===== config.mk =====
export PLATFORM = sky130hd
export DESIGN_NAME = pc_flag_unit_flat
export DESIGN_NICKNAME = d
export VERILOG_FILES = /design/src/rtl/pc_flag_unit_pkg.sv /design/src/rtl/pc_flag_unit_if.sv /design/src/rtl/pc_flag_unit_branch_cond_eval.sv /design/src/rtl/pc_flag_unit.sv /design/src/flat_wrapper.sv
export SDC_FILE = /design/constraint.sdc
export NUM_CORES = 1
export LEC_CHECK = 0
export ABC_CLOCK_PERIOD_IN_PS = 2100
export CAP_MARGIN = 20
export CORE_ASPECT_RATIO = 1.75
export CORE_UTILIZATION = 42
export DETAILED_ROUTE_END_ITERATION = 7
export GPL_TIMING_DRIVEN = 0
export PLACE_DENSITY = 0.89
export SETUP_SLACK_MARGIN = 0.15
export SLEW_MARGIN = 5
export SYNTH_ARGS = -nofsm -noshare
export SYNTH_HDL_FRONTEND = slang
export SYNTH_SLANG_ARGS = --single-unit

===== constraint.sdc =====
create_clock -name CLK -period 2.1 [get_ports CLK]
set_input_delay 0.42 -clock CLK [delete_from_list [all_inputs] [get_ports CLK]]
set_output_delay 0.42 -clock CLK [all_outputs]
set_load 0.005 [all_outputs]

===== src/rtl/pc_flag_unit_pkg.sv =====
// Shared definitions for the program-sequencing / flag unit: branch condition
// codes, control FSM states and bit positions inside the flag register.
package pc_flag_unit_pkg;

    typedef enum logic [2:0] {
        kBR_ALWAYS,
        kBR_Z,
        kBR_NZ,
        kBR_EQ,
        kBR_NE,
        kBR_EVEN,
        kBR_PAR,
        kBR_CARRY
    } branch_cond_t;

    typedef enum logic [1:0] {
        kIDLE,
        kRUN,
        kHALTED
    } seq_state_t;

    localparam int unsigned kF_ZERO     = 0;
    localparam int unsigned kF_BEVEN    = 1;
    localparam int unsigned kF_PARITY   = 2;
    localparam int unsigned kF_EQUAL    = 3;
    localparam int unsigned kF_CARRY    = 4;
    localparam int unsigned kFLAG_WIDTH = 5;

endpackage


===== src/rtl/pc_flag_unit_if.sv =====
// Instruction/flag bus between the sequencer and its driver (decoder or bench).
interface pc_flag_unit_if #(
    parameter int unsigned PC_WIDTH = 10
);
    logic                START;
    logic                FLAG_WE;
    logic                ZERO_IN;
    logic                BEVEN_IN;
    logic                PARITY_IN;
    logic                EQUAL_IN;
    logic                CARRY_IN;
    logic                BRANCH_EN;
    logic [2:0]          BRANCH_COND;
    logic [PC_WIDTH-1:0] BRANCH_TARGET;
    logic                HALT_REQ;
    logic [PC_WIDTH-1:0] PC_OUT;
    logic [4:0]          FLAGS_OUT;
    logic                TAKEN;
    logic                BUSY;
    logic                DONE;

    modport master (
        output START, FLAG_WE, ZERO_IN, BEVEN_IN, PARITY_IN, EQUAL_IN, CARRY_IN,
               BRANCH_EN, BRANCH_COND, BRANCH_TARGET, HALT_REQ,
        input  PC_OUT, FLAGS_OUT, TAKEN, BUSY, DONE
    );

    modport slave (
        input  START, FLAG_WE, ZERO_IN, BEVEN_IN, PARITY_IN, EQUAL_IN, CARRY_IN,
               BRANCH_EN, BRANCH_COND, BRANCH_TARGET, HALT_REQ,
        output PC_OUT, FLAGS_OUT, TAKEN, BUSY, DONE
    );
endinterface


===== src/rtl/pc_flag_unit_branch_cond_eval.sv =====
// Combinational branch-condition evaluator over the latched flag register.
module branch_cond_eval
    import pc_flag_unit_pkg::*;
(
    input  logic [kFLAG_WIDTH-1:0] flags,
    input  branch_cond_t           cond,
    output logic                   cond_true
);

    always_comb begin
        cond_true = 1'b0;
        unique case (cond)
            kBR_ALWAYS: cond_true = 1'b1;
            kBR_Z:      cond_true = flags[kF_ZERO];
            kBR_NZ:     cond_true = ~flags[kF_ZERO];
            kBR_EQ:     cond_true = flags[kF_EQUAL];
            kBR_NE:     cond_true = ~flags[kF_EQUAL];
            kBR_EVEN:   cond_true = flags[kF_BEVEN];
            kBR_PAR:    cond_true = flags[kF_PARITY];
            kBR_CARRY:  cond_true = flags[kF_CARRY];
        endcase
    end

endmodule


===== src/rtl/pc_flag_unit.sv =====
// Program counter, IDLE/RUN/HALTED sequencer and ALU flag register; branches
// are resolved against the registered flags only.
module pc_flag_unit
    import pc_flag_unit_pkg::*;
#(
    parameter int unsigned         PC_WIDTH   = 10,
    parameter logic [PC_WIDTH-1:0] START_ADDR = '0
) (
    input  logic          CLK,
    input  logic          RESET_N,
    pc_flag_unit_if.slave bus
);

    seq_state_t                state_q, state_d;
    logic [PC_WIDTH-1:0]       pc_q, pc_d;
    logic                      taken_q, taken_d;
    logic [kFLAG_WIDTH-1:0]    flags_q;
    logic                      cond_true;

    branch_cond_eval u_cond (
        .flags     (flags_q),
        .cond      (branch_cond_t'(bus.BRANCH_COND)),
        .cond_true (cond_true)
    );

    always_comb begin
        state_d = state_q;
        pc_d    = pc_q;
        taken_d = 1'b0;
        unique case (state_q)
            kIDLE, kHALTED: begin
                if (bus.START) begin
                    state_d = kRUN;
                    pc_d    = START_ADDR;
                end
            end
            kRUN: begin
                // Halt outranks a branch in the same instruction slot.
                if (bus.HALT_REQ) begin
                    state_d = kHALTED;
                end else if (bus.BRANCH_EN && cond_true) begin
                    pc_d    = bus.BRANCH_TARGET;
                    taken_d = 1'b1;
                end else begin
                    pc_d    = pc_q + 1'b1;
                end
            end
            default: state_d = kIDLE;
        endcase
    end

    always_ff @(posedge CLK or negedge RESET_N) begin
        if (!RESET_N) begin
            state_q <= kIDLE;
            pc_q    <= START_ADDR;
            taken_q <= 1'b0;
        end else begin
            state_q <= state_d;
            pc_q    <= pc_d;
            taken_q <= taken_d;
        end
    end

    always_ff @(posedge CLK or negedge RESET_N) begin
        if (!RESET_N) begin
            flags_q <= '0;
        end else if (bus.FLAG_WE) begin
            flags_q[kF_ZERO]   <= bus.ZERO_IN;
            flags_q[kF_BEVEN]  <= bus.BEVEN_IN;
            flags_q[kF_PARITY] <= bus.PARITY_IN;
            flags_q[kF_EQUAL]  <= bus.EQUAL_IN;
            flags_q[kF_CARRY]  <= bus.CARRY_IN;
        end
    end

    assign bus.PC_OUT    = pc_q;
    assign bus.FLAGS_OUT = flags_q;
    assign bus.TAKEN     = taken_q;
    assign bus.BUSY      = (state_q == kRUN);
    assign bus.DONE      = (state_q == kHALTED);

endmodule


===== src/flat_wrapper.sv =====
// flat-port wrapper written by rule: the top's interface ports become plain ports
module pc_flag_unit_flat import pc_flag_unit_pkg::*;
#(
    parameter int unsigned         PC_WIDTH   = 10,
    parameter logic [PC_WIDTH-1:0] START_ADDR = '0
)
  (CLK, RESET_N, bus_START, bus_FLAG_WE, bus_ZERO_IN, bus_BEVEN_IN, bus_PARITY_IN, bus_EQUAL_IN, bus_CARRY_IN, bus_BRANCH_EN, bus_BRANCH_COND, bus_BRANCH_TARGET, bus_HALT_REQ, bus_PC_OUT, bus_FLAGS_OUT, bus_TAKEN, bus_BUSY, bus_DONE);
  pc_flag_unit_if #(.PC_WIDTH(PC_WIDTH)) bus_i ();
  input  logic CLK;
  input  logic RESET_N;
  input wire logic [$bits(bus_i.START)-1:0] bus_START;
  input wire logic [$bits(bus_i.FLAG_WE)-1:0] bus_FLAG_WE;
  input wire logic [$bits(bus_i.ZERO_IN)-1:0] bus_ZERO_IN;
  input wire logic [$bits(bus_i.BEVEN_IN)-1:0] bus_BEVEN_IN;
  input wire logic [$bits(bus_i.PARITY_IN)-1:0] bus_PARITY_IN;
  input wire logic [$bits(bus_i.EQUAL_IN)-1:0] bus_EQUAL_IN;
  input wire logic [$bits(bus_i.CARRY_IN)-1:0] bus_CARRY_IN;
  input wire logic [$bits(bus_i.BRANCH_EN)-1:0] bus_BRANCH_EN;
  input wire logic [$bits(bus_i.BRANCH_COND)-1:0] bus_BRANCH_COND;
  input wire logic [$bits(bus_i.BRANCH_TARGET)-1:0] bus_BRANCH_TARGET;
  input wire logic [$bits(bus_i.HALT_REQ)-1:0] bus_HALT_REQ;
  output wire logic [$bits(bus_i.PC_OUT)-1:0] bus_PC_OUT;
  output wire logic [$bits(bus_i.FLAGS_OUT)-1:0] bus_FLAGS_OUT;
  output wire logic [$bits(bus_i.TAKEN)-1:0] bus_TAKEN;
  output wire logic [$bits(bus_i.BUSY)-1:0] bus_BUSY;
  output wire logic [$bits(bus_i.DONE)-1:0] bus_DONE;
  assign bus_i.START = bus_START;
  assign bus_i.FLAG_WE = bus_FLAG_WE;
  assign bus_i.ZERO_IN = bus_ZERO_IN;
  assign bus_i.BEVEN_IN = bus_BEVEN_IN;
  assign bus_i.PARITY_IN = bus_PARITY_IN;
  assign bus_i.EQUAL_IN = bus_EQUAL_IN;
  assign bus_i.CARRY_IN = bus_CARRY_IN;
  assign bus_i.BRANCH_EN = bus_BRANCH_EN;
  assign bus_i.BRANCH_COND = bus_BRANCH_COND;
  assign bus_i.BRANCH_TARGET = bus_BRANCH_TARGET;
  assign bus_i.HALT_REQ = bus_HALT_REQ;
  assign bus_PC_OUT = bus_i.PC_OUT;
  assign bus_FLAGS_OUT = bus_i.FLAGS_OUT;
  assign bus_TAKEN = bus_i.TAKEN;
  assign bus_BUSY = bus_i.BUSY;
  assign bus_DONE = bus_i.DONE;
  pc_flag_unit #(.PC_WIDTH(PC_WIDTH), .START_ADDR(START_ADDR)) u_core (.CLK(CLK), .RESET_N(RESET_N), .bus(bus_i));
endmodule

Word-level counts from Yosys, hierarchy flattened
Cells that the tools add are included.
Word-level totals
  input bits: 24
  register bits after elaboration: 18
  word-level logic and storage cells: 37
  output and inout bits: 18
Operators by class
  multiplexer cells: 11
  bitwise logic cells: 2
  reduce and logical (&&, ||, !) cells: 7
  eq/ne operators: 12
  add/sub/neg operators: 1
Operator list (count)
  10-bit two-way mux: 3
  10-bit one-hot mux with 2 select lines: 1
  3-bit == test, second input constant: 4
  10-bit by 1-bit adder with 10-bit output, second input constant: 1
  1-bit one-hot mux with 8 select lines: 1
  3-bit by 2-bit == test with 1-bit output, second input constant: 2
  2-bit inequality test, second input constant: 3
  2-bit two-way mux: 2
  2-bit one-hot mux with 2 select lines: 1
  3-bit by 1-bit == test with 1-bit output, second input constant: 1
  3-bit zero test: 1
  1-bit two-way mux: 3
  3-bit AND reduction: 1
  2-bit by 1-bit == test with 1-bit output, second input constant: 1
  2-bit == test, second input constant: 1
  2-bit zero test: 1
  1-bit inverter: 2
  2-bit AND reduction: 1
  2-bit nonzero test: 1
  2-bit OR reduction: 1
  1-bit logical AND: 1

Longest topological paths before layout
Gate-level depths: netlist (run 1).
  depth after elaboration: 6
  mapped depth: 6
  gate-level depth less buffers: 5

Cells and area by module
A second synthesis (run 1) with hierarchy kept.
Unflattened totals
  cells, all modules: 104
  area, all modules: 998.5 µm²
By module, submodules not included
  pc_flag_unit: sequential area each 450.4 µm², instances 1, cells each 95, area each 937.1 µm²
  branch_cond_eval: sequential area each 0.0 µm², instances 1, cells each 9, area each 61.3 µm²

Worst setup path after synthesis (run 1)
Ideal clock, no wire load.
  kind: input to register
  start point: input bus_BRANCH_COND[2]
  end point: register u_core.pc_q[3] (netlist: u_core.bus.PC_OUT[3])
  library setup time: 0.125 ns
  path buffers: 0
  slack: 0.382 ns
  data required time: 1.975 ns
  cell stages on the path: 5
  arrival: 1.594 ns
  path through: nand2b_1 a21oi_2 o41ai_4 nor2_4 mux2_2
Between the ends
  longest elaborated chain between the ends: 6
  elaborated cells on any way between the ends: 13
  classes of those cells: eq/ne: 7; mux: 4; reduce/logical: 2
RTL lines
  start, declared: RTL line flat_wrapper.sv:19  | input wire logic [$bits(bus_i.BRANCH_COND)-1:0] bus_BRANCH_COND;
  3-bit == test, or another cell as far along: RTL line pc_flag_unit_branch_cond_eval.sv:12  | unique case (cond)
  1-bit one-hot mux with 8 select lines *: RTL line pc_flag_unit_branch_cond_eval.sv:12
  1-bit logical AND *: RTL line pc_flag_unit.sv:41  | end else if (bus.BRANCH_EN && cond_true) begin
  10-bit two-way mux *: RTL line pc_flag_unit.sv:41
  10-bit two-way mux *: RTL line pc_flag_unit.sv:39  | if (bus.HALT_REQ) begin
  10-bit one-hot mux with 2 select lines *: RTL line pc_flag_unit.sv:30  | unique case (state_q)
  end signal, assigned: RTL line pc_flag_unit.sv:59  | pc_q <= pc_d;
  end, declared: RTL line pc_flag_unit.sv:15  | logic [PC_WIDTH-1:0] pc_q, pc_d;
Every way passes the cells marked *; elsewhere a longest branch is shown, timed or not. The select of a mux whose other input is x is not followed.
A chain may end at the register's enable or synchronous reset.

Worst setup path in the final report (run 1)
  start point: input bus_HALT_REQ
  end point: register u_core.pc_q[7] (netlist: u_core.bus.PC_OUT[7])
Between the ends
  longest elaborated chain between the ends: 2
RTL lines
  start, declared: RTL line flat_wrapper.sv:21  | input wire logic [$bits(bus_i.HALT_REQ)-1:0] bus_HALT_REQ;
  2-bit inequality test (no source line)
  3-bit AND reduction (no source line)
No other way between the ends.

==> key figures, run 1 <==
Logic synthesis
  – Most instantiated library cell after synthesis: dfrtp_1
  – Synth area leaders: dfrtp_1 45%, mux2_2 11%, mux2i_1 6.0%
  – Post-synthesis sequential area ratio: 0.447
  – Post-synth ARST share: 1.00
  – Avg Cell Area, Syn: 10.5 um^2
  – Main combinational cell family by area after synthesis: simple AND/OR/NAND/NOR gates
  – Synth top area share: 0.447
  – Compound-Gate Fraction of Synth Area: 0.115
  – Mux cell area share after synthesis: 0.171
  – Synth Cell Area: 1010 um^2
  – Top cells by count, synth: 18 x dfrtp_1, 10 x mux2_2, 8 x nor2_1, 6 x inv_1, 6 x mux2i_1
  – #FFs+latches synth: 18
  – Ys flop type: dfrtp_1
  – Unique cell type count in the Yosys netlist: 31
  – Synthesized net count: 121
  – Synth warn: 0
  – Adder-cell area share of the yosys netlist: 0.0124
  – Post-synth EDFFs: 0
  – Post-Synth XOR/XNOR Area: 0.0261
  – Syn Inst Count: 96
  – Simple-gate share of the synthesized area: 0.199
  – Area leader, netlist: dfrtp_1

CTS
  – Hold buffers post-CTS: 0
  – Clock tree buffer depth: 2
  – Clock transition at path regs: 0.06 ns
  – CTS Root Cell: clkbuf_8
  – H-tree Lvls: 1
  – Cts bufs inserted: 3
  – # clock sinks: 18
  – TritonCTS clock tree: yes
  – Insertion delay to the later sink of the worst-skew pair: 0.25 ns

GRT
  – Total global routing track utilization: 0.219
  – Vias in the first global route: 1,015
  – Antenna violations before repair: 0
  – Remaining Overflow, GRT: 0
  – Largest net degree at the start of global routing: 19
  – First-pass GRT wire length: 4.00 mm

Finish
  – Design area: 1540 um^2
  – # fillers: 191
  – Fraction of layout cells with a size suffix above 1: 0.168
  – Finished Layout Cells: 168
  – Area delta synth->final: 52.4%
  – Nets: 170
  – Antenna diodes: 0

Drt
  – DRT Wirelength: 2.46 mm
  – Violation count after the first detailed-route iteration: 15
  – Post-route DRC: 0
  – DRT antenna net count: 0
  – Routed WL per cell: 14.6 um
  – Pre-antenna DRT Iters: 4
  – Total vias in the final route: 951
  – DR vias/cell: 5.66

Worst setup path
  – Crit end category: register
  – WP data required: 2.24 ns
  – Worst Path Arrival: 2.03 ns
  – WS Path Type: input pin to register
  – Crit start category: input pin
  – Crit-path max FO: 10

Placement
  – Post-Place Setup Slack: -0.429 ns
  – Gpl congestion: 0.830
  – I/O Buffers: 41
  – Area after DPL: 1450 um^2
  – Cells after DPL: 162
  – DPL Wire Length: 1.87 mm

Hold path
  – Min-Delay Path Class: register to register

Floorplanning
  – Die area: 2610 um^2
  – Site row count: 23
  – Die Ht: 66.8 um
  – IO Count: 42
  – Initial Utilization: 0.444
  – Core area: 2270 um^2
  – Die W: 39.0 um

STA
  – Final Worst Setup Slack: 0.212 ns
  – Final setup fails: 0
  – Fin. Hold Viols: 0
  – Actual slew at the worst max-slew pin: 0.770 ns
  – RSZ-0062 raised after global routing: no
  – Skew final: 0.00331 ns
  – Max frequency: 530 MHz
  – Hold Slack: 0.544 ns
  – Count of final max-slew check failures: 0
  – Worst relative slew slack: 0.485
  – Final period util: 0.899
  – Min Clock Period, post-route: 1.89 ns

Power
  – Power density over the cells: 675 nW/um^2
  – Leak: 0.688 nW
  – Max VDD drop: 0.513 mV
  – Pwr Total: 1.04 mW

Status
  – Run status: complete, no violations

Flow run
  – Max capacitance violation total: 0
cell type report:
| class | instances | area, um^2 | share of cell area |
|---|---|---|---|
| plain buffers | 2 | 8.76 | 0.00570 |
| clock buffers | 3 | 41.3 | 0.0269 |
| inverters | 6 | 22.5 | 0.0147 |
| multi-input cells | 70 | 542 | 0.353 |
| flip-flops and latches | 18 | 450 | 0.293 |
| well taps | 25 | 31.3 | 0.0204 |
| repair buffers | 44 | 440 | 0.287 |
metrics by stage:
stage	utilization	setup TNS, ns
after floorplan	-	0
after global placement	0.638	-3.30
after detailed placement	0.638	-4.06
after CTS	0.670	0
after global routing	0.676	0
final	0.676	0
routing by layer:
layer,track usage,up-vias,wire length [um],share of wire
li1,-,444,-,-
met1,0.208,462,874,0.36
met2,0.419,42,1400,0.57
met3,0.0400,3,153,0.062
met4,0.0905,0,30,0.012
met5,0,-,0,0
path summary, 6_finish.rpt:
kind | to | start | slack (ns) | depth (start not counted)
setup / recovery | u_core.bus.PC_OUT[7] | bus_HALT_REQ | 0.21 | 7
hold / removal | u_core.bus.FLAGS_OUT[1] | u_core.bus.FLAGS_OUT[1] | 0.54 | 1
setup reg to reg | u_core.bus.PC_OUT[6] | u_core.bus.FLAGS_OUT[3] | 0.34 | 6
hold reg to reg | u_core.bus.FLAGS_OUT[1] | u_core.bus.FLAGS_OUT[1] | 0.54 | 1
max in group asynchronous | u_core.bus.FLAGS_OUT[2] | RESET_N | 1.00 | 1
min in group asynchronous | u_core.bus.PC_OUT[5] | RESET_N | 0.62 | 1
flip-flops by register name, indices dropped and copies added (netlist names):
signal,cells
u_core.bus.FLAGS_OUT,5
u_core.state_q,2
u_core.bus.PC_OUT,10
u_core.bus.TAKEN,1
cells in the final DEF, fill, tap and decap left out, drive strengths merged:
cell / Yosys / routed
dlymetal6s2s: 0 / 2
or2: 1 / 1
nor3: 2 / 2
nor2b: 2 / 2
a211oi: 1 / 1
clkbuf: 1 / 3
nand3: 3 / 3
a31oi: 2 / 2
a21oi: 3 / 3
o22ai: 3 / 3
nand2: 3 / 3
o41ai: 1 / 1
a22o: 1 / 1
o21ai: 3 / 3
ha: 1 / 1
and4: 2 / 2
xor2: 3 / 3
nand2b: 3 / 3
nand4: 4 / 4
buf: 1 / 5
dlygate4sd2: 0 / 1
o211ai: 1 / 1
dfrtp: 18 / 18
mux2i: 6 / 6
mux2: 10 / 10
nor2: 9 / 9
nor3b: 3 / 3
inv: 6 / 6
and3: 3 / 3
clkdlybuf4s50: 0 / 38
worst max-delay path, cell delays in order:
cell             delay, ns
clkdlybuf4s50_1       0.45
nor3b_2               0.26
buf_2                 0.25
nand3_1               0.14
xor2_1                0.18
nor2_1                0.05
mux2_4                0.27
cells by family after synthesis:
family	Yosys count
buffers and inverters	8
flip-flops	18
adder cells (fa/ha/maj)	1
multiplexers	16
AND/OR/NAND/NOR	35
XOR/XNOR	3
AO/OA/AOI/OAI	15
timing repair:
| item | 4_1_cts | 5_1_grt |
|---|---|---|
| pin swaps | 2 | 3 |
| setup endpoints to repair | 11 | 6 |
| setup buffers | 3 | 0 |
| gates resized for setup | 4 | 5 |
where the power goes:
| part | internal (mW) | switching, mW | leakage, nW |
|---|---|---|---|
| logic | 0.209 | 0.135 | 0.433 |
| clock network | 0.128 | 0.109 | 0.0216 |
| registers | 0.397 | 0.0595 | 0.234 |
(Power assumes the default switching activity.)
==> run 2, diff against run 1 <==
--- a/config.mk
+++ b/config.mk
@@ -10,7 +10,6 @@
 export CORE_ASPECT_RATIO = 1.75
 export CORE_UTILIZATION = 42
 export DETAILED_ROUTE_END_ITERATION = 7
-export GPL_TIMING_DRIVEN = 0
 export PLACE_DENSITY = 0.89
 export SETUP_SLACK_MARGIN = 0.15
 export SLEW_MARGIN = 5
==> key figures, run 2 (synthesis gave the netlist of run 1 again) <==
Worst setup path
  – Worst Path Arrival: 1.42 ns (-0.61 ns)
  – Crit path largest cell delay: 0.54 ns (+0.09 ns)
  – WS Path Type: register to primary output
  – Cell family with most CP delay: buffers and inverters
  – Crit start category: register
  – Sum of buffers and inverters on the critical path: 1 (-1)
  – Cell-by-cell trace of the critical path: nor2b_1 -> clkdlybuf4s50_1
  – Crit-path max FO: 5 (-5)
  – WP data required: 1.68 ns (-0.56 ns)
  – Crit end category: primary output
  – Crit-path slowest cell: clkdlybuf4s50_1

GRT
  – First-pass GRT wire length: 4.24 mm (+6.2%)
  – Largest net degree at the start of global routing: 19 (unchanged)
  – Total global routing track utilization: 0.234 (+0.0150)
  – Vias in the first global route: 1,006 (-0.89%)
  – Remaining Overflow, GRT: 0 (unchanged)
  – Antenna violations before repair: 0 (unchanged)

CTS
  – TritonCTS clock tree: yes
  – Clock tree buffer depth: 2 (unchanged)
  – CTS Root Cell: clkbuf_8
  – # clock sinks: 18 (unchanged)
  – Insertion delay to the later sink of the worst-skew pair: 0.25 ns (about the same)
  – Clock transition at path regs: 0.07 ns (about the same)
  – H-tree Lvls: 1 (unchanged)
  – Cts bufs inserted: 3 (unchanged)

Placement
  – Gpl congestion: 0.756 (-8.9%)
  – DPL Wire Length: 1.99 mm (+6.6%)
  – Cells after DPL: 167 (+3.1%)
  – I/O Buffers: 41 (unchanged)

STA
  – Min Clock Period, post-route: 1.84 ns (-0.0437 ns)
  – RSZ-0062 raised after global routing: no
  – Skew final: 0.00136 ns (-0.00195 ns)
  – Fin. Hold Viols: 0 (unchanged)
  – Final period util: 0.878 (-0.0208)
  – Actual slew at the worst max-slew pin: 0.385 ns (-0.385 ns)
  – Count of final max-slew check failures: 0 (unchanged)
  – Final setup fails: 0 (unchanged)
  – Max frequency: 542 MHz (+2.4%)
  – Worst relative slew slack: 0.742 (+0.258)
  – Hold Slack: 0.486 ns (-0.0583 ns)

Status
  – Run status: complete, no violations

Floorplanning
  – Core area: 2270 um^2 (unchanged)
  – Die W: 39.0 um (unchanged)
  – Die area: 2610 um^2 (unchanged)
  – IO Count: 42 (unchanged)
  – Initial Utilization: 0.444 (unchanged)
  – Site row count: 23 (unchanged)
  – Die Ht: 66.8 um (unchanged)

Finish
  – Finished Layout Cells: 173 (+3.0%)
  – Commonest cells after routing, fill and taps aside: 38 x clkdlybuf4s50_1, 18 x dfrtp_1, 10 x mux2_2, 8 x nor2_1, 7 x buf_4
  – Antenna diodes: 0 (unchanged)
  – Commonest non-fill, non-tap cell in the layout: clkdlybuf4s50_1
  – Area delta synth->final: 58.4%
  – Nets: 174 (+2.4%)
  – Largest register FFs: 10 (unchanged)
  – Core Util, Final: 0.703 (+0.0270)
  – Fraction of layout cells with a size suffix above 1: 0.203 (+0.0349)

Flow run
  – Max capacitance violation total: 0 (unchanged)

Drt
  – DRT antenna net count: 0 (unchanged)
  – DRT Wirelength: 2.57 mm (+4.5%)
  – Post-route DRC: 0 (unchanged)
  – Violation count after the first detailed-route iteration: 32 (+17)
  – Pre-antenna DRT Iters: 4 (unchanged)
  – Routed WL per cell: 14.8 um (+1.5%)
  – Total vias in the final route: 956 (+0.53%)
  – DR vias/cell: 5.53 (-2.4%)

Power
  – Power density over the cells: 689 nW/um^2 (+2.1%)
  – Leak: 0.726 nW (+5.5%)
  – Max VDD drop: 0.462 mV (-10%)

Hold path
  – Min-Delay Path Class: input pin to asynchronous set/reset pin
==> run 2: changes by cell type in the layout (fill, tap and decap cells not counted), sizes merged <==
cell	before	now
clkbuf	3	4
buf	5	9
==> run 2: worst reg2reg max path, cell delays in order (launching register included) <==
cell,delay (ns)
dfrtp_1,0.41
or2_2,0.29
a21oi_2,0.17
o41ai_4,0.10
buf_6,0.15
nor2_4,0.16
mux2_2,0.36
==> run 2: cell type report <==
| cell class | instances | area [um^2] |
|---|---|---|
| Fill cell | 173 | 676 |
| Multi-Input combinational cell | 70 | 541 |
| Clock buffer | 4 | 55.1 |
| Sequential cell | 18 | 450 |
| Timing Repair Buffer | 50 | 498 |
| Tap cell | 25 | 31.3 |
| Inverter | 6 | 22.5 |
==> run 2: stage by stage <==
| stage | power [mW] | setup WS (ns) | setup TNS, ns | cell area, um^2 |
|---|---|---|---|---|
| after global placement | 0.799 | -0.210 | -1.25 | 1510 |
| after floorplan | 0.596 | 0.382 | 0 | 1010 |
| final | 1.10 | 0.256 | 0 | 1600 |
| after CTS | 1.10 | 0.182 | 0 | 1570 |
| after global routing | 1.17 | 0.186 | 0 | 1600 |
| after detailed placement | 0.817 | -0.267 | -1.77 | 1510 |
==> run 2: layer usage <==
metal,wire [um],global-route usage
met5,0,0
met4,70,0.108
met3,188,0.0400
met2,1360,0.423
met1,947,0.244
==> run 2: repair_timing <==
action                     CTS  global route
hold buffers                 0             0
setup buffers                1             1
pin swaps                    2             3
setup endpoints to repair    7             8
gates resized for setup      2             4
==> run 2: worst paths after layout <==
kind / startpoint / end / slack (ns) / cells past startpoint
min: RESET_N / u_core.bus.PC_OUT[7] / 0.49 / 2
min in group CLK: u_core.bus.PC_OUT[9] / u_core.bus.PC_OUT[9] / 0.56 / 2
max reg2reg: u_core.bus.FLAGS_OUT[3] / u_core.bus.PC_OUT[6] / 0.35 / 6
max in group asynchronous: RESET_N / u_core.bus.PC_OUT[0] / 1.42 / 2
min reg2reg: u_core.bus.PC_OUT[9] / u_core.bus.PC_OUT[9] / 0.56 / 2
max: u_core.state_q[0] / bus_BUSY / 0.26 / 2
==> run 2: report_power, final <==
part	total (mW)	switching, mW	internal [mW]
registers	0.457	0.0605	0.397
clock network	0.282	0.115	0.167
logic	0.362	0.139	0.223
total	1.10	0.314	0.787
